File: config.mk
export PLATFORM = sky130hd
export DESIGN_NAME = layer_pingpong_saver_flat
export DESIGN_NICKNAME = d
export VERILOG_FILES = /design/src/rtl/lenet_saver_pkg.sv /design/src/rtl/layer_pingpong_saver_if.sv /design/src/rtl/saver_bank_tracker.sv /design/src/rtl/layer_pingpong_saver.sv /design/src/flat_wrapper.sv
export SDC_FILE = /design/constraint.sdc
export NUM_CORES = 1
export LEC_CHECK = 0
export ABC_CLOCK_PERIOD_IN_PS = 2800
export BUFFER_PORTS_ARGS = -buffer_cell sky130_fd_sc_hd__buf_2
export CORE_AREA = 2 2 60 62
export DETAILED_ROUTE_END_ITERATION = 12
export DIE_AREA = 0 0 62 64
export PLACE_DENSITY = 0.84
export SETUP_SLACK_MARGIN = 0.15
export SYNTH_ARGS = -nofsm -noshare
export SYNTH_HDL_FRONTEND = slang
export SYNTH_SLANG_ARGS = --single-unit
File: constraint.sdc
create_clock -name clk -period 2.8 [get_ports clk]
set_clock_uncertainty 0.15 [all_clocks]
set_input_delay 0.56 -clock clk [delete_from_list [all_inputs] [get_ports clk]]
set_output_delay 0.56 -clock clk [all_outputs]
set_load 0.05 [all_outputs]
File: src/rtl/lenet_saver_pkg.sv
// lenet_saver_pkg: shared types, defaults and width helper for the feature-map savers
package lenet_saver_pkg;
    localparam int DEFAULT_DATA_W = 18;
    typedef enum logic {S_FILL, S_WAIT} state_t;
    typedef logic bank_t;
    function automatic int clog2(input int v);
        int r = 0;
        while ((1 << r) < v) r++;
        return r;
    endfunction
endpackage

File: src/rtl/layer_pingpong_saver_if.sv
// layer_pingpong_saver_if: sample stream, reader release and RAM write port of the saver
interface layer_pingpong_saver_if #(
    parameter int DATA_W = lenet_saver_pkg::DEFAULT_DATA_W,
    parameter int ADDR_W = 9
);
    logic signed [DATA_W-1:0] i_din;
    logic                     i_din_valid;
    logic                     o_din_ready;
    logic [1:0]               i_bank_release;
    logic signed [DATA_W-1:0] o_dout;
    logic [ADDR_W-1:0]        o_addr;
    logic                     o_we;
    logic                     o_save_finish;
    logic [1:0]               o_bank_full;
    logic                     o_wr_bank;
    modport master (
        input  i_din, i_din_valid, i_bank_release,
        output o_din_ready, o_dout, o_addr, o_we, o_save_finish, o_bank_full, o_wr_bank
    );
    modport slave (
        output i_din, i_din_valid, i_bank_release,
        input  o_din_ready, o_dout, o_addr, o_we, o_save_finish, o_bank_full, o_wr_bank
    );
endinterface

File: src/rtl/saver_bank_tracker.sv
// saver_bank_tracker: per-bank full flags and the bank currently being filled
module saver_bank_tracker
    import lenet_saver_pkg::*;
(
    input  logic       clk,
    input  logic       rst_n,
    input  logic       i_frame_done,
    input  logic [1:0] i_bank_release,
    output logic [1:0] o_bank_full,
    output bank_t      o_wr_bank
);
    logic [1:0] r_full;
    bank_t      r_wr_bank;
    assign o_bank_full = r_full;
    assign o_wr_bank   = r_wr_bank;
    // a frame completing on a bank wins over a same-cycle release of that bank
    always_ff @(posedge clk or negedge rst_n) begin
        if (!rst_n) begin
            r_full    <= 2'b00;
            r_wr_bank <= 1'b0;
        end else begin
            r_full <= (r_full & ~i_bank_release) | (i_frame_done ? (2'b01 << r_wr_bank) : 2'b00);
            if (i_frame_done) r_wr_bank <= ~r_wr_bank;
        end
    end
endmodule

File: src/rtl/layer_pingpong_saver.sv
// layer_pingpong_saver: writes sample frames alternately into two RAM banks.
// Define SAVER_RELU_EN to store negative samples as zero (fused ReLU).
module layer_pingpong_saver
    import lenet_saver_pkg::*;
#(
    parameter int DATA_W = DEFAULT_DATA_W,
    parameter int DEPTH  = 256,
    parameter int ADDR_W = clog2(DEPTH) + 1
) (
    input  logic                   clk,
    input  logic                   rst_n,
    layer_pingpong_saver_if.master io_bus
);
    localparam int CW = ADDR_W - 1;
    localparam logic [CW-1:0] LAST = CW'(DEPTH - 1);
    state_t                   r_state;
    logic [CW-1:0]            r_count;
    logic signed [DATA_W-1:0] r_dout;
    logic [ADDR_W-1:0]        r_addr;
    logic                     r_we;
    logic                     r_fin;
    logic                     w_ready, w_acc, w_last, w_busy;
    logic [1:0]               w_bank_full;
    bank_t                    w_wr_bank;
    logic signed [DATA_W-1:0] w_wdata;
    saver_bank_tracker u_tracker (
        .clk            (clk),
        .rst_n          (rst_n),
        .i_frame_done   (w_last),
        .i_bank_release (io_bus.i_bank_release),
        .o_bank_full    (w_bank_full),
        .o_wr_bank      (w_wr_bank)
    );
`ifdef SAVER_RELU_EN
    assign w_wdata = io_bus.i_din[DATA_W-1] ? '0 : io_bus.i_din;
`else
    assign w_wdata = io_bus.i_din;
`endif
    assign w_ready = (r_state == S_FILL);
    assign w_acc   = io_bus.i_din_valid & w_ready;
    assign w_last  = w_acc & (r_count == LAST);
    // the next bank counts as busy only if it will still be full after this edge
    assign w_busy  = w_bank_full[~w_wr_bank] & ~io_bus.i_bank_release[~w_wr_bank];
    assign io_bus.o_din_ready   = w_ready;
    assign io_bus.o_dout        = r_dout;
    assign io_bus.o_addr        = r_addr;
    assign io_bus.o_we          = r_we;
    assign io_bus.o_save_finish = r_fin;
    assign io_bus.o_bank_full   = w_bank_full;
    assign io_bus.o_wr_bank     = w_wr_bank;
    always_ff @(posedge clk or negedge rst_n) begin
        if (!rst_n) begin
            r_state <= S_FILL;
            r_count <= '0;
            r_dout  <= '0;
            r_addr  <= '0;
            r_we    <= 1'b0;
            r_fin   <= 1'b0;
        end else begin
            r_we  <= w_acc;
            r_fin <= w_last;
            if (w_acc) begin
                r_dout  <= w_wdata;
                r_addr  <= {w_wr_bank, r_count};
                r_count <= w_last ? '0 : r_count + 1'b1;
            end
            r_state <= (r_state == S_FILL) ? ((w_last && w_busy) ? S_WAIT : S_FILL)
                                           : (w_bank_full[w_wr_bank] ? S_WAIT : S_FILL);
        end
    end
endmodule

File: src/flat_wrapper.sv
// flat-port wrapper written by rule: the top's interface ports become plain ports
module layer_pingpong_saver_flat import lenet_saver_pkg::*;
#(
    parameter int DATA_W = DEFAULT_DATA_W,
    parameter int DEPTH  = 256,
    parameter int ADDR_W = clog2(DEPTH) + 1
)
  (clk, rst_n, io_bus_i_din, io_bus_i_din_valid, io_bus_i_bank_release, io_bus_o_din_ready, io_bus_o_dout, io_bus_o_addr, io_bus_o_we, io_bus_o_save_finish, io_bus_o_bank_full, io_bus_o_wr_bank);
  layer_pingpong_saver_if #(.DATA_W(DATA_W), .ADDR_W(ADDR_W)) io_bus_i ();
  input  logic clk;
  input  logic rst_n;
  input wire logic [$bits(io_bus_i.i_din)-1:0] io_bus_i_din;
  input wire logic [$bits(io_bus_i.i_din_valid)-1:0] io_bus_i_din_valid;
  input wire logic [$bits(io_bus_i.i_bank_release)-1:0] io_bus_i_bank_release;
  output wire logic [$bits(io_bus_i.o_din_ready)-1:0] io_bus_o_din_ready;
  output wire logic [$bits(io_bus_i.o_dout)-1:0] io_bus_o_dout;
  output wire logic [$bits(io_bus_i.o_addr)-1:0] io_bus_o_addr;
  output wire logic [$bits(io_bus_i.o_we)-1:0] io_bus_o_we;
  output wire logic [$bits(io_bus_i.o_save_finish)-1:0] io_bus_o_save_finish;
  output wire logic [$bits(io_bus_i.o_bank_full)-1:0] io_bus_o_bank_full;
  output wire logic [$bits(io_bus_i.o_wr_bank)-1:0] io_bus_o_wr_bank;
  assign io_bus_i.i_din = io_bus_i_din;
  assign io_bus_i.i_din_valid = io_bus_i_din_valid;
  assign io_bus_i.i_bank_release = io_bus_i_bank_release;
  assign io_bus_o_din_ready = io_bus_i.o_din_ready;
  assign io_bus_o_dout = io_bus_i.o_dout;
  assign io_bus_o_addr = io_bus_i.o_addr;
  assign io_bus_o_we = io_bus_i.o_we;
  assign io_bus_o_save_finish = io_bus_i.o_save_finish;
  assign io_bus_o_bank_full = io_bus_i.o_bank_full;
  assign io_bus_o_wr_bank = io_bus_i.o_wr_bank;
  layer_pingpong_saver #(.DATA_W(DATA_W), .DEPTH(DEPTH), .ADDR_W(ADDR_W)) u_core (.clk(clk), .rst_n(rst_n), .io_bus(io_bus_i));
endmodule
-- After elaboration in Yosys (flattened, before gate mapping)
Index checks and enable logic that the tools add are counted.
Widths: inputs -> output; s select.
- register bits: 41
- input bits: 23
- output and inout port bits: 33
- logic and storage cells: 34
- add/subtract/negate cells: 1
- $lt $le $gt $ge: 2
- eq/ne operators: 1
- shift operators: 1
- mux-type cells: 11
- bitwise operators: 9
- reduce and logical (&&, ||, !) cells: 1
- operators with widths (kind ; number):
    $mux 1 ; 9
    $add 8x1->8 const B ; 1
    $eq 8x8->1 const B ; 1
    $mux 8 ; 1
    $lt 1x2->1 const B ; 2
    $and 1x1->1 ; 3
    $not 1->1 ; 3
    $and 2x2->2 ; 1
    $mux 2 ; 1
    $not 2->2 ; 1
    $or 2x2->2 ; 1
    $shl 1x1->2 const A ; 1
    $logic_and 1x1->1 ; 1

-- Depth between registers and ports, before layout
Gate-level depths: netlist of run 1.
- depth in word-level cells: 8
- gate-level depth with buffers: 6
- gate-level depth less buffers: 4

-- Cells and area by module
Synthesis of run 1 repeated with hierarchy kept, for this count alone.
- cell total of the unflattened synthesis: 175
- area total of the unflattened synthesis: 1656.6 µm²
- by module, submodules not included (module ; instances ; cells each ; area each (µm²) ; sequential area each (µm²)):
    layer_pingpong_saver ; 1 ; 165 ; 1546.5 ; 950.9
    saver_bank_tracker ; 1 ; 10 ; 110.1 ; 75.1

-- Least setup slack after synthesis of run 1
OpenSTA, ideal clock, no wires.
- path kind: reg-to-reg
- start point: reg u_core.u_tracker.r_wr_bank, in the netlist u_core.u_tracker.o_wr_bank
- end point: reg u_core.r_state
- library setup time: 104 ps
- arrival time: 1426 ps
- required time: 2546 ps
- setup slack: 1121 ps
- stages on the path, launching flop included: 4
- buffers on the path: 1
- period minus slack after synthesis: 1679 ps
- cell sequence: dfrtp_1 clkbuf_1 mux2_2 o41ai_2
- cells in the longest elaborated chain, start to end: 7
- elaborated cells between the ends (all ways): 12
- classes of those cells: mux (9); bitwise (2); reduce/logical (1)
- RTL lines (item ; RTL line ; RTL):
    start: declaration ; saver_bank_tracker.sv:13 ; bank_t r_wr_bank;
    start signal: assignment ; saver_bank_tracker.sv:23 ; if (i_frame_done) r_wr_bank <= ~r_wr_bank;
    $mux 1 (not written as such) (2 in a row) ; layer_pingpong_saver.sv:43 ; assign w_busy = w_bank_full[~w_wr_bank] & ~io_bus.i_bank_release[~w_wr_bank];
    $not 1->1 ; layer_pingpong_saver.sv:43 ;
    $and 1x1->1 ; layer_pingpong_saver.sv:43 ;
    $logic_and 1x1->1 ; layer_pingpong_saver.sv:67 ; r_state <= (r_state == S_FILL) ? ((w_last && w_busy) ? S_WAIT : S_FILL)
    $mux 1 ; layer_pingpong_saver.sv:67 ;
    $mux 1 * ; layer_pingpong_saver.sv:67 ;
    end signal: assignment ; layer_pingpong_saver.sv:67 ;
    end: declaration ; layer_pingpong_saver.sv:16 ; state_t r_state;
Every way passes the cells marked *; elsewhere a longest branch is shown, timed or not. The select of a mux whose other input is x is not followed.
A chain may end at the register's enable or synchronous reset.

-- Worst setup path after layout of run 1
- start point: reg u_core.u_tracker.r_wr_bank, in the netlist u_core.u_tracker.o_wr_bank
- end point: out io_bus_o_wr_bank
- RTL lines (item ; RTL line ; RTL):
    end: declaration ; flat_wrapper.sv:21 ; output wire logic [$bits(io_bus_i.o_wr_bank)-1:0] io_bus_o_wr_bank;
No word-level cell between the ends.

==> summary.md, run 1 <==
| Metric | Value |
|---|---|
| Clock Sinks | `41` |
| Number of vias per cell | `between 4 and 5` |
| Mapped cell area | `1720 sq um` |
| Avg WL per Cell | `around 12 um` |
| # Max-Cap Violations | `0` |
| Die ar. | `between 3000 and 4000 sq um` |
| CP max stage delay | `roughly 0.50 ns` |
| Crit path cell chain | `buf_2` |
| CTS Buf Count | `5` |
| Area Overhead vs Synth | `21.3%` |
| EDFF count, synth | `0` |
| Pre-Repair DR Iteration Count | `4` |
| Synth area leaders | `dfrtp_1 (60%), nand2_1 (19%), o41ai_2 (2.8%)` |
| Fin. max-slew vios | `0` |
| Most common cell in the synthesized netlist | `nand2_1` |
| Number of global-route vias before repair | `~1,300` |
| Number of port buffers | `55` |
| Post-layout minimum cycle time | `around 1.9 ns` |
| Gr usage total | `0.185` |
| # rows | `21` |
| # setup viols final | `0` |
| Startpoint types | `register` |
| Crit. End Element | `primary output` |
| Post-Syn Nets | `approximately 200` |
| Design Area, Final | `between 2000 and 2500 sq um` |
| TritonCTS clock tree | `yes` |
| Netlist cell types | `31` |
| Hold-fix buffer count after cts | `0` |
| Nets@finish | `250` |
| WL final | `between 3 and 4 mm` |
| Power density over the cells | `about 820 nW/um^2` |
| LEAKAGE | `1.15 nW` |
| H-tree depth | `2` |
| Tcrit/Tclk final | `0.671` |
| Worst Max-Slew Pin Slew | `0.879 ns` |
| Clock Tree Root | `clkbuf_4` |
| Setup TNS | `0 ns` |
| CP Max Fanout | `7` |
| Final ANT Viol Nets | `0` |
| Area leader, netlist | `dfrtp_1` |
| Asr flop ratio synth | `1.00` |
| I/O pins | `56` |
| Worst Hold Class | `primary input to asynchronous set/reset pin` |
| Yosys top cell area share | `0.596` |
| Worst-skew pair later-pin latency | `about 0.35 ns` |
| Slowest cell on the critical path | `dfrtp_1` |
| Final Hold Fails | `0` |
| CP required | `between 2 and 2.5 ns` |
| Iter 0 DRT Violations | `90` |
| Top post-synthesis cells by count | `nand2_1 (87), dfrtp_1 (41), buf_2 (5), nand2b_1 (3), o41ai_2 (3)` |
| WP data arrival | `around 1.2 ns` |
| Worst path bufs/invs | `1` |
| Non-Filler Instances | `approximately 270` |
| Setup bufs post-CTS | `0` |
| Largest net degree at the start of global routing | `between 40 and 50` |
| RSZ-0062 raised after global routing | `false` |
| Util after Layout | `0.636` |
| Worst-path clk slew | `0.12 ns` |
| Starting Density | `0.524` |
| R2R setup slack | `1.06 ns` |
| GP Congestion | `0.733` |
| Outcome | `finished clean` |
| Die Ht | `64 um` |
| Max Fclk | `about 530 MHz` |
| CP delay by family, top | `flip-flops` |
| Core Box Area | `roughly 3300 sq um` |
| Yosys warns | `0` |
| First-pass GRT wire length | `between 5 and 6 mm` |
| Worst hold margin | `0.166 ns` |
| Rel. slew slack | `0.414` |
| Total number of vias | `about 1,300` |
| Register area share after synthesis | `0.596` |
| Antenna violations before repair | `0` |
| Share of cells above drive strength 1 | `0.326` |
| Post-synth top flop | `dfrtp_1` |
| Dpl cell area | `~2000 sq um` |
| Cells after Synth | `approximately 170` |
| FF+latch count, synth | `41` |
| Setup CP Type | `register to primary output` |
| Drt drc | `0` |
| Horiz. Die Dim | `roughly 62 um` |
| Resize count post-CTS | `0` |
| Dpl hpwl | `2.16 mm` |
| Max VDD drop | `320 uV` |
| Mapped Avg Cell Area | `10.0 sq um` |
| GRT overflow | `0` |
| Antenna Cells | `0` |
| Clk buf depth | `2` |
| Placed Instances | `265` |
-- cells by family (layout without fill, tap and decap cells) --
family	count (synthesis)	in the layout	synth area share
XOR/XNOR	4	4	0.0204
AND/OR/NAND/NOR	99	99	0.251
buffers and inverters	12	67	0.0407
flip-flops	41	41	0.596
multiplexers	2	2	0.0131
adder cells (fa/ha/maj)	1	1	0.00727
AO/OA/AOI/OAI	13	13	0.0712
-- path summary, 6_finish.rpt --
kind,startpoint,to,cells past startpoint
min in group clk,io_bus_i_din[9],u_core.io_bus.o_dout[9]$_DFFE_PN0P_,3
max in group asynchronous,rst_n,u_core.r_state$_DFF_PN0_,1
min,rst_n,u_core.io_bus.o_addr[0]$_DFFE_PN0P_,1
min reg2reg,u_core.io_bus.o_dout[9]$_DFFE_PN0P_,u_core.io_bus.o_dout[9]$_DFFE_PN0P_,2
max reg2reg,u_core.r_count[0]$_DFFE_PN0P_,u_core.r_count[5]$_DFFE_PN0P_,4
max,u_core.u_tracker.o_wr_bank$_DFFE_PN0N_,io_bus_o_wr_bank,1
-- layout by cell type, fill, tap and decap left out --
master and n:
a211o_1 1, a21bo_1 1, a21o_1 1, a21oi_1 1, a31oi_1 1, a41oi_1 1
buf_2 55, buf_4 1, bufinv_16 1, clkbuf_1 1, clkbuf_4 5, clkbuf_8 1
dfrtp_1 41, ha_1 1, inv_1 2, inv_2 1, mux2_2 2, nand2_1 87
nand2b_1 3, nand3_1 2, nand3_2 1, nand3b_1 1, nand4_1 1, nand4_4 1
nor3_2 1, nor3_4 1, nor4_1 1, o21ai_0 1, o21ai_1 2, o31ai_2 1
o41ai_2 3, xnor2_1 2, xor2_1 2
-- metrics by stage --
stage | power [W] | setup WS (ns)
floorplan | 0.00121 | 1.12
global placement | 0.00133 | 1.08
detailed placement | 0.00134 | 1.04
CTS | 0.00174 | 0.902
global route | 0.00182 | 0.858
finish | 0.00172 | 0.923
-- sequential cells by signal, summed over array words and instances, names as in the netlist --
name,flops
u_core.io_bus.o_dout,18
u_core.io_bus.o_addr,9
u_core.r_count,8
u_core.u_tracker.o_bank_full,2
u_core.io_bus.o_save_finish,1
u_core.io_bus.o_we,1
u_core.r_state,1
u_core.u_tracker.o_wr_bank,1
-- report_power, final --
part	internal (W)	total (W)	switching [W]
combinational	0.000132	0.000504	0.000372
clock	0.000213	0.000399	0.000185
sequential	0.000702	0.000819	0.000117
-- final cells by class --
class | instances | area, sq um
inverters | 3 | 11.3
multi-input cells | 119 | 626
fillers | 282 | 1200
well taps | 46 | 57.6
flip-flops and latches | 41 | 1030
clock inverters | 1 | 30.0
repair buffers | 56 | 283
clock buffers | 7 | 55.1
-- metal layers --
layer / up-vias / GRT usage / wire (um)
li1: 656 / - / -
met1: 622 / 0.248 / 1480
met2: 42 / 0.277 / 1540
met3: 6 / 0.0688 / 216
met4: 0 / 0.0559 / 48
met5: - / 0 / 0
Power figures use the tool's default switching activity.
==> run 2: changes to the inputs <==
--- a/config.mk
+++ b/config.mk
@@ -5,12 +5,13 @@
 export SDC_FILE = /design/constraint.sdc
 export NUM_CORES = 1
 export LEC_CHECK = 0
-export ABC_CLOCK_PERIOD_IN_PS = 2800
+export ABC_AREA = 1
+export ABC_CLOCK_PERIOD_IN_PS = 1600
 export BUFFER_PORTS_ARGS = -buffer_cell sky130_fd_sc_hd__buf_2
-export CORE_AREA = 2 2 60 62
+export CORE_AREA = 2 2 65 67
 export DETAILED_ROUTE_END_ITERATION = 12
-export DIE_AREA = 0 0 62 64
-export PLACE_DENSITY = 0.84
+export DIE_AREA = 0 0 67 69
+export PLACE_DENSITY = 0.75
 export SETUP_SLACK_MARGIN = 0.15
 export SYNTH_ARGS = -nofsm -noshare
 export SYNTH_HDL_FRONTEND = slang
==> constraint.sdc (replaced) <==
create_clock -name clk -period 1.6 [get_ports clk]
set_clock_uncertainty 0.15 [all_clocks]
set_input_delay 0.32 -clock clk [delete_from_list [all_inputs] [get_ports clk]]
set_output_delay 0.32 -clock clk [all_outputs]
set_load 0.05 [all_outputs]
==> summary.md, run 2 <==
| Metric | Value |
|---|---|
| Worst-path clk slew | `0.07 ns (-0.05 ns)` |
| Fillers | `356 (+26%)` |
| Comb power frac | `0.356 (+0.063)` |
| LEAKAGE | `1.25 nW (+8.8%)` |
| Pre-CTS WS | `0.202 ns (-0.840 ns)` |
| TritonCTS clock tree | `yes` |
| # setup viols final | `0 (unchanged)` |
| Dpl hpwl | `2.35 mm (+8.6%)` |
| Clock Tree Root | `clkbuf_8` |
| Most common cell in the synthesized netlist | `nand2_1` |
| GP Congestion | `0.766 (+4.5%)` |
| WL final | `3.39 mm (+3.2%)` |
| Number of global-route vias before repair | `1,306 (+3.8%)` |
| CP Max Fanout | `2 (-5)` |
| Reg2reg end | `u_core.u_tracker.o_wr_bank$_DFFE_PN0N_` |
| Area Overhead vs Synth | `30.9%` |
| Max reg flops | `18 (unchanged)` |
| I/O pins | `56 (unchanged)` |
| Max Fclk | `around 700 MHz` |
| Max VDD drop | `769 uV (+140%)` |
| Die Ht | `69 um (+7.8%)` |
| RSZ-0062 raised after global routing | `false` |
| Antenna violations before repair | `0 (unchanged)` |
| Worst Slack Setup Final | `0.173 ns (-0.749 ns)` |
| Register area share after synthesis | `0.607 (+0.0110)` |
| Fin. max-slew vios | `0 (unchanged)` |
| Final Hold Fails | `0 (unchanged)` |
| Final ANT Viol Nets | `0 (unchanged)` |
| Post-Syn Nets | `214 (+9.2%)` |
| Worst Max-Slew Pin Slew | `0.259 ns (-0.620 ns)` |
| Mapped Avg Cell Area | `8.90 sq um (-11%)` |
| Starting Density | `0.432 (-0.0923)` |
| Hold Path Cell Cnt | `3` |
| First-pass GRT wire length | `5.63 mm (+2.5%)` |
| Gr usage total | `0.156 (-0.0291)` |
| Sequential Area | `1030 sq um (unchanged)` |
| Setup CP Type | `register to primary output` |
| Total number of vias | `1,383 (+4.3%)` |
| Clock network fraction of total power | `0.218 (-0.014)` |
| R2R setup slack | `0.21 ns (-0.85 ns)` |
| Outcome | `finished clean` |
| Hold Path Sink | `u_core.io_bus.o_dout[14]$_DFFE_PN0P_` |
| Leading cell type in the layout, fill and taps excluded | `nand2_1` |
| Post-synth top flop | `dfrtp_1` |
| Pint | `0.00193 W (+84%)` |
| EDFF count, synth | `0 (unchanged)` |
| Dpl cell area | `2040 sq um (+1.8%)` |
| NetSw | `0.00133 W (+98%)` |
| Share of cells above drive strength 1 | `0.332 (+0.00604)` |
| Horiz. Die Dim | `67 um (+8.1%)` |
| Nets@finish | `279 (+12%)` |
| Clock Sinks | `41 (unchanged)` |
| Startpoint types | `register` |
| Top post-synthesis cells by count | `nand2_1 (90), dfrtp_1 (41), inv_1 (13), o21ai_0 (10), nor2_1 (7)` |
| Util after Layout | `0.566 (-0.0703)` |
| Core Box Area | `3910 sq um (+19%)` |
| # rows | `23 (+9.5%)` |
| GRT overflow | `0 (unchanged)` |
| Asr flop ratio synth | `1.00 (unchanged)` |
| Die ar. | `4620 sq um (+17%)` |
| Mapped cell area | `1690 sq um (-1.8%)` |
| # Max-Cap Violations | `0 (unchanged)` |
| Design Area, Final | `2210 sq um (+6.0%)` |
| Sequential share of power | `0.426 (-0.050)` |
| Number of vias per cell | `4.52 (-6.9%)` |
| Number of port buffers | `55 (unchanged)` |
| Setup TNS | `0 ns (unchanged)` |
| Reg2Reg Depth | `8 (+4)` |
| Worst Hold Class | `primary input to register` |
| CTS Buf Count | `5 (unchanged)` |
| Largest net degree at the start of global routing | `42 (unchanged)` |
| Worst-skew pair later-pin latency | `0.28 ns (-0.07 ns)` |
| Hold path start | `io_bus_i_din[14]` |
| CP required | `1.13 ns (-0.96 ns)` |
| Synth area leaders | `dfrtp_1 (61%), nand2_1 (20%), o21ai_0 (3.0%)` |
| FF+latch count, synth | `41 (unchanged)` |
| Rel. slew slack | `0.829 (+0.415)` |
| Power density over the cells | `1470 nW/um^2 (+79%)` |
| Sw Share | `0.408 (+0.0165)` |
| Tcrit/Tclk final | `0.892` |
| Crit. End Element | `primary output` |
| Yosys warns | `0 (unchanged)` |
| Cells after Synth | `190 (+10%)` |
| Yosys top cell area share | `0.607 (+0.0110)` |
| Clk buf depth | `2 (unchanged)` |
| Pre-Repair DR Iteration Count | `5 (+1)` |
| H-tree depth | `2 (unchanged)` |
| Commonest cells after routing, fill and taps aside | `nand2_1 (89), buf_2 (54), dfrtp_1 (41)` |
| Netlist cell types | `20 (-35%)` |
| Area leader, netlist | `dfrtp_1` |
| Antenna Cells | `0 (unchanged)` |
| Drt drc | `0 (unchanged)` |
| Worst reg2reg startpoint | `u_core.r_state$_DFF_PN0_` |
| Area of the multi-input gates | `592 sq um (-5.4%)` |
| Post-layout minimum cycle time | `about 1.4 ns` |
| Avg WL per Cell | `11.1 um (-7.9%)` |
| Iter 0 DRT Violations | `58 (-36%)` |
| WP data arrival | `0.96 ns (-0.21 ns)` |
run 2: cell families after synthesis:
group / count (synthesis) / synth area share
AO/OA/AOI/OAI: 15 / 0.0444
XOR/XNOR: 2 / 0.0104
adder cells (fa/ha/maj): 1 / 0.00740
buffers and inverters: 22 / 0.0585
flip-flops: 41 / 0.607
AND/OR/NAND/NOR: 109 / 0.272
run 2: what timing repair did:
item	4_1_cts	5_1_grt
gates resized for setup	3	7
endpoints found under the setup margin	1	9
pin swaps	0	1
hold buffers	1	0
endpoints found under the hold margin	41	0
buffers inserted	1	2
run 2: worst max-delay path by stage:
| stage | cells past startpoint | startpoint | to | slack (ns) |
|---|---|---|---|---|
| final | 2 | u_core.r_state$_DFF_PN0_ | io_bus_o_din_ready | 0.17 |
| after global routing | 2 | u_core.r_state$_DFF_PN0_ | io_bus_o_din_ready | 0.14 |
| after CTS | 7 | u_core.r_count[0]$_DFFE_PN0P_ | u_core.u_tracker.o_wr_bank$_DFFE_PN0N_ | 0.17 |
| after detailed placement | 7 | u_core.r_count[0]$_DFFE_PN0P_ | u_core.u_tracker.o_wr_bank$_DFFE_PN0N_ | 0.20 |
| after global placement | 6 | u_core.r_count[0]$_DFFE_PN0P_ | u_core.r_count[0]$_DFFE_PN0P_ | 0.26 |
| after floorplan | 6 | u_core.r_state$_DFF_PN0_ | u_core.u_tracker.o_wr_bank$_DFFE_PN0N_ | 0.23 |
run 2: critical path: stages (launching register included):
cell     delay [ns]
dfrtp_1        0.42
inv_2          0.10
buf_8          0.15
run 2: area by class of cell:
class	instances	area share
Clock inverter	1	0.00226
Inverter	16	0.0271
Sequential cell	41	0.464
Clock buffer	7	0.0435
Multi-Input combinational cell	127	0.267
Tap cell	50	0.0283
Timing Repair Buffer	64	0.168
run 2: metal layers:
metal  share of wire  global-route usage
met3           0.064              0.0424
met2            0.48               0.264
met1            0.44               0.183
met4           0.013              0.0635
met5               0                   0
run 2: power by group through the flow:
stage | Sequential, W | Combinational [W] | Clock (W)
detailed placement | 0.00141 | 0.00114 | 0
finish | 0.00139 | 0.00116 | 0.000712
global placement | 0.00140 | 0.00112 | 0
CTS | 0.00139 | 0.00114 | 0.000738
global route | 0.00142 | 0.00126 | 0.000787
floorplan | 0.00186 | 0.000387 | 0
run 2: metrics by stage:
stage | total power (W) | hold slack (ns) | std cells
global placement | 0.00252 | 0.156 | 294
detailed placement | 0.00254 | 0.157 | 294
global route | 0.00347 | 0.0780 | 306
floorplan | 0.00225 | -0.126 | 190
finish | 0.00326 | 0.0762 | 306
CTS | 0.00327 | 0.0676 | 304
